[src/rtl/mul53_iter_ctrl.sv]
// 53x53 unsigned significand multiply built from four passes through an external
// combinational 27x27 multiplier; partial products accumulate into a 106-bit result.
module mul53_iter_ctrl #(
  parameter int N_BITS = 53,
  parameter int SLICE  = 27
) (
  input  logic                  clk,
  input  logic                  reset,
  input  logic                  start,
  input  logic [N_BITS-1:0]     a,
  input  logic [N_BITS-1:0]     b,
  output logic [SLICE-1:0]      mul_a,
  output logic [SLICE-1:0]      mul_b,
  input  logic [2*SLICE-1:0]    mul_p,
  output logic                  busy,
  output logic                  done,
  output logic [2*N_BITS-1:0]   p
);
  localparam int ACC_W = 2*N_BITS + 1;

  typedef enum logic [2:0] {IDLE, PP0, PP1, PP2, PP3} state_t;

  state_t              r_state;
  logic [N_BITS-1:0]   r_a, r_b;
  logic [ACC_W-1:0]    r_acc;

  logic [SLICE-1:0]    w_al, w_ah, w_bl, w_bh;
  logic [ACC_W-1:0]    w_pp, w_pp_sh, w_sum;

  assign w_al = r_a[SLICE-1:0];
  assign w_bl = r_b[SLICE-1:0];
  // High halves are narrower than a slice; the shift leaves the top bits zero.
  assign w_ah = SLICE'(r_a >> SLICE);
  assign w_bh = SLICE'(r_b >> SLICE);

  assign w_pp = ACC_W'(mul_p);

  always_comb begin
    w_pp_sh = w_pp;
    case (r_state)
      PP1, PP2: w_pp_sh = w_pp << SLICE;
      PP3:      w_pp_sh = w_pp << (2*SLICE);
      default:  w_pp_sh = w_pp;
    endcase
  end

  assign w_sum = r_acc + w_pp_sh;

  always_ff @(posedge clk or posedge reset) begin
    if (reset) begin
      r_state <= IDLE;
      r_a     <= '0;
      r_b     <= '0;
      r_acc   <= '0;
      mul_a   <= '0;
      mul_b   <= '0;
      busy    <= 1'b0;
      done    <= 1'b0;
      p       <= '0;
    end else begin
      done <= 1'b0;
      case (r_state)
        IDLE: begin
          if (start) begin
            r_a     <= a;
            r_b     <= b;
            r_acc   <= '0;
            mul_a   <= a[SLICE-1:0];
            mul_b   <= b[SLICE-1:0];
            busy    <= 1'b1;
            r_state <= PP0;
          end
        end
        PP0: begin
          r_acc   <= w_sum;
          mul_a   <= w_al;
          mul_b   <= w_bh;
          r_state <= PP1;
        end
        PP1: begin
          r_acc   <= w_sum;
          mul_a   <= w_ah;
          mul_b   <= w_bl;
          r_state <= PP2;
        end
        PP2: begin
          r_acc   <= w_sum;
          mul_a   <= w_ah;
          mul_b   <= w_bh;
          r_state <= PP3;
        end
        PP3: begin
          // Final sum always fits in 2*N_BITS, so the carry bit is dropped.
          p       <= w_sum[2*N_BITS-1:0];
          r_acc   <= w_sum;
          done    <= 1'b1;
          busy    <= 1'b0;
          mul_a   <= '0;
          mul_b   <= '0;
          r_state <= IDLE;
        end
        default: begin
          busy    <= 1'b0;
          r_state <= IDLE;
        end
      endcase
    end
  end

endmodule
[config.mk]
export PLATFORM = sky130hd
export DESIGN_NAME = mul53_iter_ctrl
export DESIGN_NICKNAME = d
export VERILOG_FILES = /design/src/rtl/mul53_iter_ctrl.sv
export SDC_FILE = /design/constraint.sdc
export NUM_CORES = 1
export LEC_CHECK = 0
export BUFFER_PORTS_ARGS = -buffer_cell sky130_fd_sc_hd__buf_2
export CORE_UTILIZATION = 53
export DETAILED_ROUTE_END_ITERATION = 10
export PLACE_DENSITY = 0.84
export SLEW_MARGIN = 20
export SYNTH_ARGS = -nofsm -noshare
export SYNTH_HDL_FRONTEND = slang
export SYNTH_SLANG_ARGS = --single-unit
[constraint.sdc]
create_clock -name clk -period 12.05 [get_ports clk]
set_input_delay 2.41 -clock clk [delete_from_list [all_inputs] [get_ports clk]]
set_output_delay 2.41 -clock clk [all_outputs]
set_load 0.05 [all_outputs]
Word-level counts from Yosys, hierarchy flattened
Index checks and enable logic that the tools add are counted.
{"block": "op_classes", "reduce_logical": 13, "add_sub_neg": 1, "n_eq_ne": 5, "n_bitwise": 1, "n_mux": 12}
{"op": "107-bit case mux with 2 select lines", "count": 2}
{"op": "27-bit case mux with 4 select lines", "count": 2}
{"op": "107-bit adder", "count": 1}
{"op": "107-bit two-way mux", "count": 1}
{"op": "27-bit two-way mux", "count": 2}
{"op": "3-bit case mux with 4 select lines", "count": 1}
{"op": "2-bit AND reduction", "count": 5}
{"op": "4-bit nonzero test", "count": 2}
{"op": "3-bit by 2-bit equality test with 1-bit output (second input constant)", "count": 2}
{"op": "2-bit OR reduction", "count": 2}
{"op": "4-bit OR reduction", "count": 1}
{"op": "3-bit by 1-bit equality test with 1-bit output (second input constant)", "count": 1}
{"op": "3-bit equality test (second input constant)", "count": 1}
{"op": "3-bit zero test", "count": 1}
{"op": "3-bit two-way mux", "count": 1}
{"op": "3-bit OR reduction", "count": 1}
{"op": "1-bit two-way mux", "count": 2}
{"op": "2-bit != test (second input constant)", "count": 1}
{"op": "1-bit case mux with 2 select lines", "count": 1}
{"op": "2-bit nonzero test", "count": 1}
{"op": "1-bit inverter", "count": 1}
{"block": "totals", "regBits": 378, "word_cells": 41, "inputBits": 163, "out_inout_bits": 162}

Longest topological paths before layout
Gate-level depths: netlist (run 1).
{"block": "logic_depth", "word_depth": 5, "mapped_depth": 20, "mapped_depth_nobuf": 17}

Worst setup path after synthesis (run 1)
Ideal clock, no wire load.
{"block": "synth_path", "path_kind": "input -> register", "from": "in mul_p[0]", "to": "reg r_acc[104]", "required_ns": 11.914, "slack_ns": 6.231, "path_buffers": 0, "setup_time_ns": 0.136, "cell_stages": 15, "arrival_time_ns": 5.683, "cell_sequence": "and3_1 ha_1 inv_1 fa_1 and2b_1 o31a_1 a41oi_2 o221a_4 nor4b_4 o2111ai_2 o31ai_4 a31oi_4 o41ai_2 mux2i_1 o311ai_1"}
{"block": "synth_via", "elab_chain_len": 3}
{"item": "start, declared", "line": "14", "text": "input logic [2*SLICE-1:0] mul_p,"}
{"item": "107-bit case mux with 2 select lines", "line": "40", "text": "case (r_state)"}
{"item": "107-bit adder", "line": "47", "text": "assign w_sum = r_acc + w_pp_sh;"}
{"item": "107-bit case mux with 2 select lines", "line": "62", "text": "case (r_state)"}
{"item": "end signal, assigned", "line": "75", "text": "r_acc <= w_sum;"}
{"item": "end signal, assigned", "line": "81", "text": "r_acc <= w_sum;"}
{"item": "end signal, assigned", "line": "87", "text": "r_acc <= w_sum;"}
{"item": "end, declared", "line": "25", "text": "logic [ACC_W-1:0] r_acc;"}
No other way between the ends.
A chain may end at the register's enable or synchronous reset.

Final worst setup path (run 1)
{"block": "layout_path", "from": "reg r_state[0]", "to": "reg p[104]"}
{"block": "layout_via", "elab_chain_len": 4, "elab_cells_between_ends": 6, "cone_classes": "add/sub (1); eq/ne (3); mux (1); reduce/logical (1)"}
{"item": "start, declared", "line": "23", "text": "state_t r_state;"}
{"item": "start signal, assigned", "line": "51", "text": "r_state <= IDLE;"}
{"item": "start signal, assigned", "line": "71", "text": "r_state <= PP0;"}
{"item": "start signal, assigned", "line": "78", "text": "r_state <= PP1;"}
{"item": "3-bit by 2-bit equality test with 1-bit output", "line": "40"}
{"item": "2-bit OR reduction (no line)"}
{"item": "107-bit case mux with 2 select lines", "line": "40"}
{"item": "107-bit adder", "line": "47"}
{"item": "end signal, assigned", "line": "94", "text": "p <= w_sum[2*N_BITS-1:0];"}
{"item": "end, declared", "line": "17", "text": "output logic [2*N_BITS-1:0] p"}
Several ways; a longest one is shown, not always the timed one.

==> results of run 1 <==
[cell usage after synthesis, types with 21 or more instances]
library cell	instances
sky130_fd_sc_hd__nand4_1	36
sky130_fd_sc_hd__xnor2_1	52
sky130_fd_sc_hd__nand3_1	29
sky130_fd_sc_hd__ha_1	113
sky130_fd_sc_hd__o21ai_0	334
sky130_fd_sc_hd__nor2_1	118
sky130_fd_sc_hd__nand2b_1	34
sky130_fd_sc_hd__inv_1	40
sky130_fd_sc_hd__a21o_1	35
sky130_fd_sc_hd__a22o_1	83
sky130_fd_sc_hd__a21oi_1	172
sky130_fd_sc_hd__o221ai_1	28
sky130_fd_sc_hd__nor3_1	28
sky130_fd_sc_hd__and3_1	56
sky130_fd_sc_hd__o21bai_1	32
sky130_fd_sc_hd__o21a_1	25
sky130_fd_sc_hd__dfrtp_1	377
sky130_fd_sc_hd__xor2_1	50
sky130_fd_sc_hd__nand2_1	395
sky130_fd_sc_hd__mux2_2	143
sky130_fd_sc_hd__clkbuf_1	145
sky130_fd_sc_hd__a31oi_1	21
[worst max-delay path by stage]
| stage | start | end |
|---|---|---|
| 2_1_floorplan | reset | busy |
| 3_3_place_gp | r_state[0] | r_acc[104] |
| 3_5_place_dp | r_state[0] | p[104] |
| 4_1_cts | r_state[0] | p[104] |
| 5_1_grt | r_state[0] | p[104] |
| 6_report | r_state[0] | p[104] |
[logic make-up after synthesis]
| kind of cell | count (synthesis) |
|---|---|
| AO/OA/AOI/OAI | 819 |
| AND/OR/NAND/NOR | 726 |
| flip-flops | 377 |
| buffers and inverters | 193 |
| multiplexers | 147 |
| adder cells (fa/ha/maj) | 114 |
| XOR/XNOR | 102 |
[placed cells by master, fill, tap and decap left out, types with 8 or more instances in the layout]
| cell type | count |
|---|---|
| sky130_fd_sc_hd__ha_1 | 113 |
| sky130_fd_sc_hd__clkinv_2 | 9 |
| sky130_fd_sc_hd__a31oi_1 | 21 |
| sky130_fd_sc_hd__dfrtp_1 | 377 |
| sky130_fd_sc_hd__nand2_1 | 393 |
| sky130_fd_sc_hd__and3_1 | 55 |
| sky130_fd_sc_hd__a21o_1 | 35 |
| sky130_fd_sc_hd__o31ai_1 | 11 |
| sky130_fd_sc_hd__o21ai_0 | 334 |
| sky130_fd_sc_hd__nand3_1 | 29 |
| sky130_fd_sc_hd__nor3_1 | 28 |
| sky130_fd_sc_hd__nand4_1 | 36 |
| sky130_fd_sc_hd__xor2_1 | 50 |
| sky130_fd_sc_hd__buf_4 | 17 |
| sky130_fd_sc_hd__inv_1 | 38 |
| sky130_fd_sc_hd__nor2_1 | 115 |
| sky130_fd_sc_hd__a21oi_1 | 172 |
| sky130_fd_sc_hd__a21boi_0 | 9 |
| sky130_fd_sc_hd__o21a_1 | 25 |
| sky130_fd_sc_hd__a22o_1 | 83 |
| sky130_fd_sc_hd__mux2_2 | 143 |
| sky130_fd_sc_hd__clkbuf_16 | 42 |
| sky130_fd_sc_hd__o21bai_1 | 32 |
| sky130_fd_sc_hd__o221ai_1 | 28 |
| sky130_fd_sc_hd__xnor2_1 | 52 |
| sky130_fd_sc_hd__nand2b_1 | 34 |
| sky130_fd_sc_hd__a211oi_1 | 8 |
| sky130_fd_sc_hd__buf_2 | 324 |
[layout make-up]
cell class / count / area [um2]
Fill cell: 3531 / 16000
Multi-Input combinational cell: 1908 / 12400
Sequential cell: 377 / 9430
Timing Repair Buffer: 344 / 1810
Clock buffer: 54 / 1170
Tap cell: 539 / 674
Clock inverter: 22 / 295
Inverter: 40 / 155
Antenna cell: 1 / 2.50
[worst min-delay path: cells and delay by family (launching register included)]
family             cells  cell delay [ps]
and+or+nand+nor        1               40
DFF                    1              340
AOI/OAI and AO/OA      1               60
[state kept, by name, indices dropped and copies added, names as in the netlist]
name     count
busy         1
done         1
mul_a       27
mul_b       27
p          106
r_a         53
r_acc      106
r_b         53
r_state      3
[routing by layer]
layer | GRT usage [%] | vias up
met5 | 0 | -
met4 | 11.3 | 6
met3 | 7.49 | 167
li1 | - | 9379
met2 | 57.6 | 1058
met1 | 47.9 | 10200
[stage by stage]
| stage | hold slack, ps | instances | utilization, % | setup slack [ps] | area, um2 |
|---|---|---|---|---|---|
| 2_1_floorplan | 455 | 2478 | - | 4580 | 22500 |
| 3_3_place_gp | 456 | 3207 | 58.3 | 5450 | 24400 |
| 3_5_place_dp | 456 | 3207 | 58.3 | 5280 | 24400 |
| 4_1_cts | 478 | 3283 | 61.8 | 5230 | 25900 |
| 5_1_grt | 484 | 3284 | 61.9 | 4780 | 25900 |
| 6_report | 471 | 3285 | 61.9 | 5150 | 25900 |
==> impl_metrics.prom, run 1 <==
# TYPE chip_impl_metric gauge
chip_impl_info{name="outcome",value="finished, final reports clean"} 1
chip_impl_metric{name="wl_per_cell",unit="um"} 23.7
chip_impl_metric{name="critical_path_peak_fanout",unit=""} 88
chip_impl_metric{name="worstSetupPathDepth",unit=""} 20
chip_impl_metric{name="route.vias.total",unit=""} 20900
chip_impl_metric{name="reg2reg_depth",unit=""} 20
chip_impl_metric{name="synth_enable_flop_cells",unit=""} 0
chip_impl_metric{name="initial_drt_pass_iterations",unit=""} 6
chip_impl_metric{name="post-dp-hpwl",unit="um"} 57000
chip_impl_metric{name="postSynth.asyncResetShare",unit="%"} 100
chip_impl_info{name="rsz0062_at_grt",value="no"} 1
chip_impl_info{name="path_cells",value="buf_4, nor2_2, buf_4, nand2_4, buf_4, and3_1, ha_1, inv_1, fa_1, and2b_1, o31a_1, a41oi_2, o221a_4, nor4b_4, o2111ai_2, o31ai_4, a31oi_4, o41ai_2, mux2i_1, o311ai_1"} 1
chip_impl_metric{name="largest_net_degree_at_the_start_of_global_routing",unit=""} 187
chip_impl_metric{name="dr_wl_met2",unit="um"} 36000
chip_impl_metric{name="antenna_found_initial",unit=""} 5
chip_impl_metric{name="post_synth_inst_count",unit=""} 2478
chip_impl_metric{name="synth_fa_ha_area_share",unit="%"} 6.38
chip_impl_metric{name="relSlewSlack",unit="%"} 32.6
chip_impl_metric{name="clock_sinks",unit=""} 377
chip_impl_metric{name="coreArea",unit="um2"} 41900
chip_impl_metric{name="worst_setup_hold_path_clk_slew",unit="ps"} 60
chip_impl_metric{name="portBuffers",unit=""} 324
chip_impl_metric{name="syn_avg_cell_area",unit="um2"} 9.07
chip_impl_metric{name="cts.repair.resized",unit=""} 0
chip_impl_metric{name="cts-root-to-sink-buffers",unit=""} 3
chip_impl_metric{name="max_cap_viol_count",unit=""} 0
chip_impl_metric{name="drive_gt1_share",unit="%"} 21.3
chip_impl_metric{name="core.rowCount",unit=""} 75
chip_impl_metric{name="worst_clock_skew",unit="ps"} 28.6
chip_impl_metric{name="floorplan.die_area",unit="um2"} 43200
chip_impl_metric{name="drc_errors",unit=""} 0
chip_impl_metric{name="final_net_count",unit=""} 2990
chip_impl_metric{name="groute.usage.overall",unit="%"} 35.6
chip_impl_info{name="whs_endpoint",value="p[30]"} 1
chip_impl_metric{name="setup_viol_count_final",unit=""} 0
chip_impl_info{name="min-delay-start",value="p[30]"} 1
chip_impl_metric{name="top_cell_type_s_share_of_synthesized_area",unit="%"} 42.0
chip_impl_metric{name="postCtsSetupRepairBufs",unit=""} 0
chip_impl_metric{name="grt_overflow",unit=""} 0
chip_impl_metric{name="period_minus_slack",unit="ps"} 6900
chip_impl_info{name="dominant_combinational_cell_family_by_area_after_synthesis",value="compound AO/OA/AOI/OAI gates"} 1
chip_impl_metric{name="clkLatencyLatePin",unit="ps"} 600
chip_impl_metric{name="reg2reg_setup_slack",unit="ps"} 5150
chip_impl_info{name="critPathMostFrequentCell",value="sky130_fd_sc_hd__buf_4"} 1
chip_impl_info{name="crit-reg2reg-launch",value="r_state[0]"} 1
chip_impl_metric{name="yosysWarningCount",unit=""} 0
chip_impl_metric{name="met3_length",unit="um"} 6910
chip_impl_metric{name="max_slew.worst_pin.slew",unit="ps"} 1010
chip_impl_metric{name="yosys.area_share.simple",unit="%"} 14.3
chip_impl_info{name="yosys-top-cells-area",value="sky130_fd_sc_hd__dfrtp_1 42%, sky130_fd_sc_hd__o21ai_0 7.4%, sky130_fd_sc_hd__mux2_2 7.2%"} 1
chip_impl_metric{name="die_x",unit="um"} 208
chip_impl_metric{name="slew_viol_final",unit=""} 0
chip_impl_metric{name="numCtsBuffers",unit=""} 42
chip_impl_info{name="highest_layer",value="met5"} 1
chip_impl_info{name="post-synth-top-area-cell",value="sky130_fd_sc_hd__dfrtp_1"} 1
chip_impl_metric{name="cts-htree-levels",unit=""} 2
chip_impl_info{name="ys_dominant_reg_cell",value="sky130_fd_sc_hd__dfrtp_1"} 1
chip_impl_metric{name="post_synth_instance_area",unit="um2"} 22500
chip_impl_metric{name="detail-route-antenna-nets",unit=""} 0
chip_impl_metric{name="chipHeight",unit="um"} 208
chip_impl_metric{name="grt_pass1_vias",unit=""} 20500
chip_impl_metric{name="cp_data_arrival_time",unit="ps"} 7330
chip_impl_metric{name="setup_total_negative_slack",unit="ps"} 0
chip_impl_metric{name="synthDistinctLibCells",unit=""} 68
chip_impl_metric{name="crit_required",unit="ps"} 12480
chip_impl_metric{name="compound_gate_fraction_of_synth_area",unit="%"} 22.8
chip_impl_metric{name="start_util",unit="%"} 53.7
chip_impl_info{name="cpMaxStageDelayCell",value="sky130_fd_sc_hd__buf_4"} 1
chip_impl_info{name="crit_path_start_kind",value="register"} 1
chip_impl_metric{name="place.gp.congestion",unit=""} 1.01
chip_impl_info{name="min_path_type",value="register to register"} 1
chip_impl_metric{name="detail_route.vias_per_cell",unit=""} 6.35
chip_impl_metric{name="initial_drc_count",unit=""} 2118
chip_impl_metric{name="wirelength",unit="um"} 78000
chip_impl_metric{name="yosysSeqAreaShare",unit="%"} 42.0
chip_impl_metric{name="layout-area-overhead-vs-synth",unit="%"} 15.2
chip_impl_metric{name="layout_worst_path_cycle_share",unit="%"} 57.2
chip_impl_metric{name="path_buf_inv",unit=""} 4
chip_impl_metric{name="achievable-frequency",unit="MHz"} 145
chip_impl_metric{name="first_pass_grt_wire_length",unit="um"} 120000
chip_impl_metric{name="critical_path.max_stage_delay",unit="ps"} 720
chip_impl_metric{name="yosys.area_share.xor_xnor",unit="%"} 3.98
chip_impl_metric{name="synth_nets",unit=""} 2755
chip_impl_metric{name="cts_hold_buffers",unit=""} 0
chip_impl_metric{name="report.final.hold_viol_count",unit=""} 0
chip_impl_info{name="ctsRootBufferMaster",value="sky130_fd_sc_hd__clkbuf_16"} 1
chip_impl_info{name="clock_tree_from_tritoncts",value="built"} 1
chip_impl_info{name="timing_worst_setup_path_type",value="register to register"} 1
chip_impl_info{name="critPathTopFamily",value="compound AO/OA/AOI/OAI gates"} 1
chip_impl_metric{name="drt-met1-wl",unit="um"} 32500
chip_impl_metric{name="synthMuxAreaShare",unit="%"} 7.34
chip_impl_metric{name="synth_seq_cells",unit=""} 377
chip_impl_info{name="timing.critical_path.to_type",value="register"} 1
chip_impl_metric{name="ios",unit=""} 325
chip_impl_metric{name="worst_hold_path.num_cells",unit=""} 2
chip_impl_info{name="critical_path.reg2reg.endpoint",value="p[104]"} 1
Power of run 1 is not shown: default switching activity piles up to over one toggle a cycle in this logic, so the estimate is an artifact.
==> run 2, diff against run 1 <==
==> constraint.sdc (replaced) <==
create_clock -name clk -period 5.65 [get_ports clk]
set_input_delay 1.13 -clock clk [delete_from_list [all_inputs] [get_ports clk]]
set_output_delay 1.13 -clock clk [all_outputs]
set_load 0.05 [all_outputs]
==> run 2 against run 1 <==
Effect of this change:
- core utilization grew 0.68 points
- setup slack lost 4800 ps
- first-iteration DRC count grew 5.4%
- clock skew grew 4.5 ps
- cell count grew 0.88%
- largest cell class unchanged
- highest routed layer unchanged
==> impl_metrics.prom, run 2 (synthesis results as in run 1) <==
# TYPE chip_impl_metric gauge
chip_impl_metric{name="post-dp-hpwl",unit="um"} 58800
chip_impl_metric{name="detail-route-antenna-nets",unit=""} 0
chip_impl_info{name="crit_path_start_kind",value="register"} 1
chip_impl_info{name="final_common_cell",value="sky130_fd_sc_hd__nand2_1"} 1
chip_impl_metric{name="cts-root-to-sink-buffers",unit=""} 3
chip_impl_info{name="crit_end",value="r_acc[104]"} 1
chip_impl_metric{name="max_cap_viol_count",unit=""} 0
chip_impl_metric{name="wl_per_cell",unit="um"} 23.6
chip_impl_metric{name="worst_setup_hold_path_clk_slew",unit="ps"} 70
chip_impl_info{name="critPathTopFamily",value="compound AO/OA/AOI/OAI gates"} 1
chip_impl_metric{name="use_met2",unit="%"} 57.1
chip_impl_metric{name="chipHeight",unit="um"} 208
chip_impl_metric{name="worst_clock_skew",unit="ps"} 33.1
chip_impl_metric{name="final_net_count",unit=""} 3021
chip_impl_info{name="outcome",value="finished, final reports clean"} 1
chip_impl_metric{name="report.final.hold_viol_count",unit=""} 0
chip_impl_metric{name="wirelength",unit="um"} 78100
chip_impl_metric{name="floorplan.die_area",unit="um2"} 43200
chip_impl_metric{name="slew_viol_final",unit=""} 0
chip_impl_metric{name="critical_path_peak_fanout",unit=""} 26
chip_impl_metric{name="largest_net_degree_at_the_start_of_global_routing",unit=""} 121
chip_impl_metric{name="grt_util_met3",unit="%"} 8.77
chip_impl_metric{name="drive_gt1_share",unit="%"} 22.1
chip_impl_metric{name="portBuffers",unit=""} 324
chip_impl_metric{name="start_util",unit="%"} 53.7
chip_impl_metric{name="layout-area-overhead-vs-synth",unit="%"} 16.5
chip_impl_metric{name="route.vias.total",unit=""} 20700
chip_impl_metric{name="met1_routing_resource_usage_after_global_routing",unit="%"} 47.7
chip_impl_metric{name="critical_path.max_stage_delay",unit="ps"} 560
chip_impl_metric{name="initial_drc_count",unit=""} 2233
chip_impl_metric{name="ios",unit=""} 325
chip_impl_metric{name="relSlewSlack",unit="%"} 24.7
chip_impl_info{name="crit-reg2reg-launch",value="r_state[2]"} 1
chip_impl_metric{name="period_minus_slack",unit="ps"} 5300
chip_impl_metric{name="instances_no_fill",unit=""} 3314
chip_impl_metric{name="antenna_found_initial",unit=""} 4
chip_impl_metric{name="grt_pass1_vias",unit=""} 20600
chip_impl_metric{name="path_buf_inv",unit=""} 2
chip_impl_metric{name="coreArea",unit="um2"} 41900
chip_impl_metric{name="detail_route.vias_per_cell",unit=""} 6.25
chip_impl_metric{name="layout_worst_path_cycle_share",unit="%"} 93.9
chip_impl_info{name="critical_path.reg2reg.endpoint",value="r_acc[104]"} 1
chip_impl_metric{name="place.gp.congestion",unit=""} 1.04
chip_impl_metric{name="first_pass_grt_wire_length",unit="um"} 120000
chip_impl_metric{name="cts_hold_buffers",unit=""} 0
chip_impl_info{name="clock_tree_from_tritoncts",value="built"} 1
chip_impl_info{name="min_path_type",value="register to register"} 1
chip_impl_metric{name="achievable-frequency",unit="MHz"} 189
chip_impl_metric{name="die_x",unit="um"} 208
chip_impl_info{name="path_cells",value="inv_1, nand2_2, buf_4, nand3_1, fa_1, and2b_1, o31a_1, a41oi_2, o221a_4, nor4b_4, o2111ai_2, o31ai_4, a31oi_4, o41ai_2, mux2i_1, o311ai_1"} 1
chip_impl_metric{name="max_slew.worst_pin.slew",unit="ps"} 1130
chip_impl_info{name="cp-startpoint",value="r_state[2]"} 1
chip_impl_metric{name="cp_data_arrival_time",unit="ps"} 5750
chip_impl_metric{name="setup_viol_count_final",unit=""} 0
chip_impl_metric{name="clkLatencyLatePin",unit="ps"} 610
chip_impl_metric{name="reg2reg_depth",unit=""} 16
chip_impl_metric{name="numCtsBuffers",unit=""} 42
chip_impl_metric{name="cts-htree-levels",unit=""} 2
chip_impl_metric{name="worstSetupPathDepth",unit=""} 16
chip_impl_metric{name="post-route-util",unit="%"} 62.5
chip_impl_metric{name="drc_errors",unit=""} 0
chip_impl_metric{name="crit_required",unit="ps"} 6100
chip_impl_metric{name="core.rowCount",unit=""} 75
chip_impl_info{name="cpMaxStageDelayCell",value="sky130_fd_sc_hd__o41ai_2"} 1
chip_impl_info{name="ctsRootBufferMaster",value="sky130_fd_sc_hd__clkbuf_16"} 1
chip_impl_metric{name="groute.usage.overall",unit="%"} 35.8
chip_impl_info{name="timing_worst_setup_path_type",value="register to register"} 1
chip_impl_info{name="rsz0062_at_grt",value="no"} 1
chip_impl_info{name="most-common-layout-cells",value="393 x sky130_fd_sc_hd__nand2_1, 377 x sky130_fd_sc_hd__dfrtp_1, 334 x sky130_fd_sc_hd__o21ai_0"} 1
chip_impl_info{name="timing.critical_path.to_type",value="register"} 1
chip_impl_metric{name="clock_sinks",unit=""} 377
chip_impl_info{name="grt-busiest-layer",value="met2"} 1
chip_impl_info{name="reg.largest.list",value="p: 106 flops, r_acc: 106 flops"} 1
chip_impl_metric{name="grt_overflow",unit=""} 0
chip_impl_metric{name="reg2reg_setup_slack",unit="ps"} 350
chip_impl_metric{name="cts.repair.resized",unit=""} 0
chip_impl_metric{name="placed_cells",unit=""} 3238
chip_impl_metric{name="postCtsSetupRepairBufs",unit=""} 0
chip_impl_metric{name="initial_drt_pass_iterations",unit=""} 6
## run 2: changes by cell type in the layout (fill, tap and decap cells not counted), sizes merged
cell    previous run  this run
buf              344       375
clkbuf            54        56
clkinv            15        10
bufinv             4         5
## run 2: worst register-to-register path: stages, from the launching register on
cell	delay, ps
sky130_fd_sc_hd__dfrtp_1	550
sky130_fd_sc_hd__inv_1	130
sky130_fd_sc_hd__nand2_2	390
sky130_fd_sc_hd__buf_4	370
sky130_fd_sc_hd__nand3_1	180
sky130_fd_sc_hd__fa_1	450
sky130_fd_sc_hd__and2b_1	220
sky130_fd_sc_hd__o31a_1	170
sky130_fd_sc_hd__a41oi_2	210
sky130_fd_sc_hd__o221a_4	310
sky130_fd_sc_hd__nor4b_4	300
sky130_fd_sc_hd__o2111ai_2	250
sky130_fd_sc_hd__o31ai_4	420
sky130_fd_sc_hd__a31oi_4	250
sky130_fd_sc_hd__o41ai_2	570
sky130_fd_sc_hd__mux2i_1	260
sky130_fd_sc_hd__o311ai_1	120
## run 2: worst min-delay path by stage
| stage | startpoint | endpoint | slack, ps | cells after the start |
|---|---|---|---|---|
| floorplan | r_acc[94] | r_acc[94] | 460 | 2 |
| global placement | p[0] | p[0] | 460 | 2 |
| detailed placement | p[75] | p[75] | 460 | 2 |
| CTS | p[41] | p[41] | 470 | 2 |
| global route | p[42] | p[42] | 480 | 2 |
| finish | p[41] | p[41] | 470 | 2 |
## run 2: through the flow
stage                     setup WS, ps  setup TNS (ps)  cell area, um2  hold slack [ps]
after floorplan                   -544         -205110           22500              455
after global placement             421               0           24600              455
after detailed placement           367               0           24700              457
after CTS                          433               0           26100              474
after global routing              69.8               0           26200              483
final                              346               0           26200              470
## run 2: area by class of cell
cell class,count,area [um2]
antenna,1,2.50
clock inverter,18,300
inverter,40,155
timing repair buffer,375,2060
tap,539,674
sequential,377,9430
multi-input combinational,1908,12400
clock buffer,56,1190
fill,3512,15700
## run 2: routing by layer
metal,part of all wire [%],wire length [um]
met5,0.042,33
met4,3.4,2690
met3,9.1,7100
met2,46,35600
met1,42,32700
Power of run 2 is left out for the same reason.
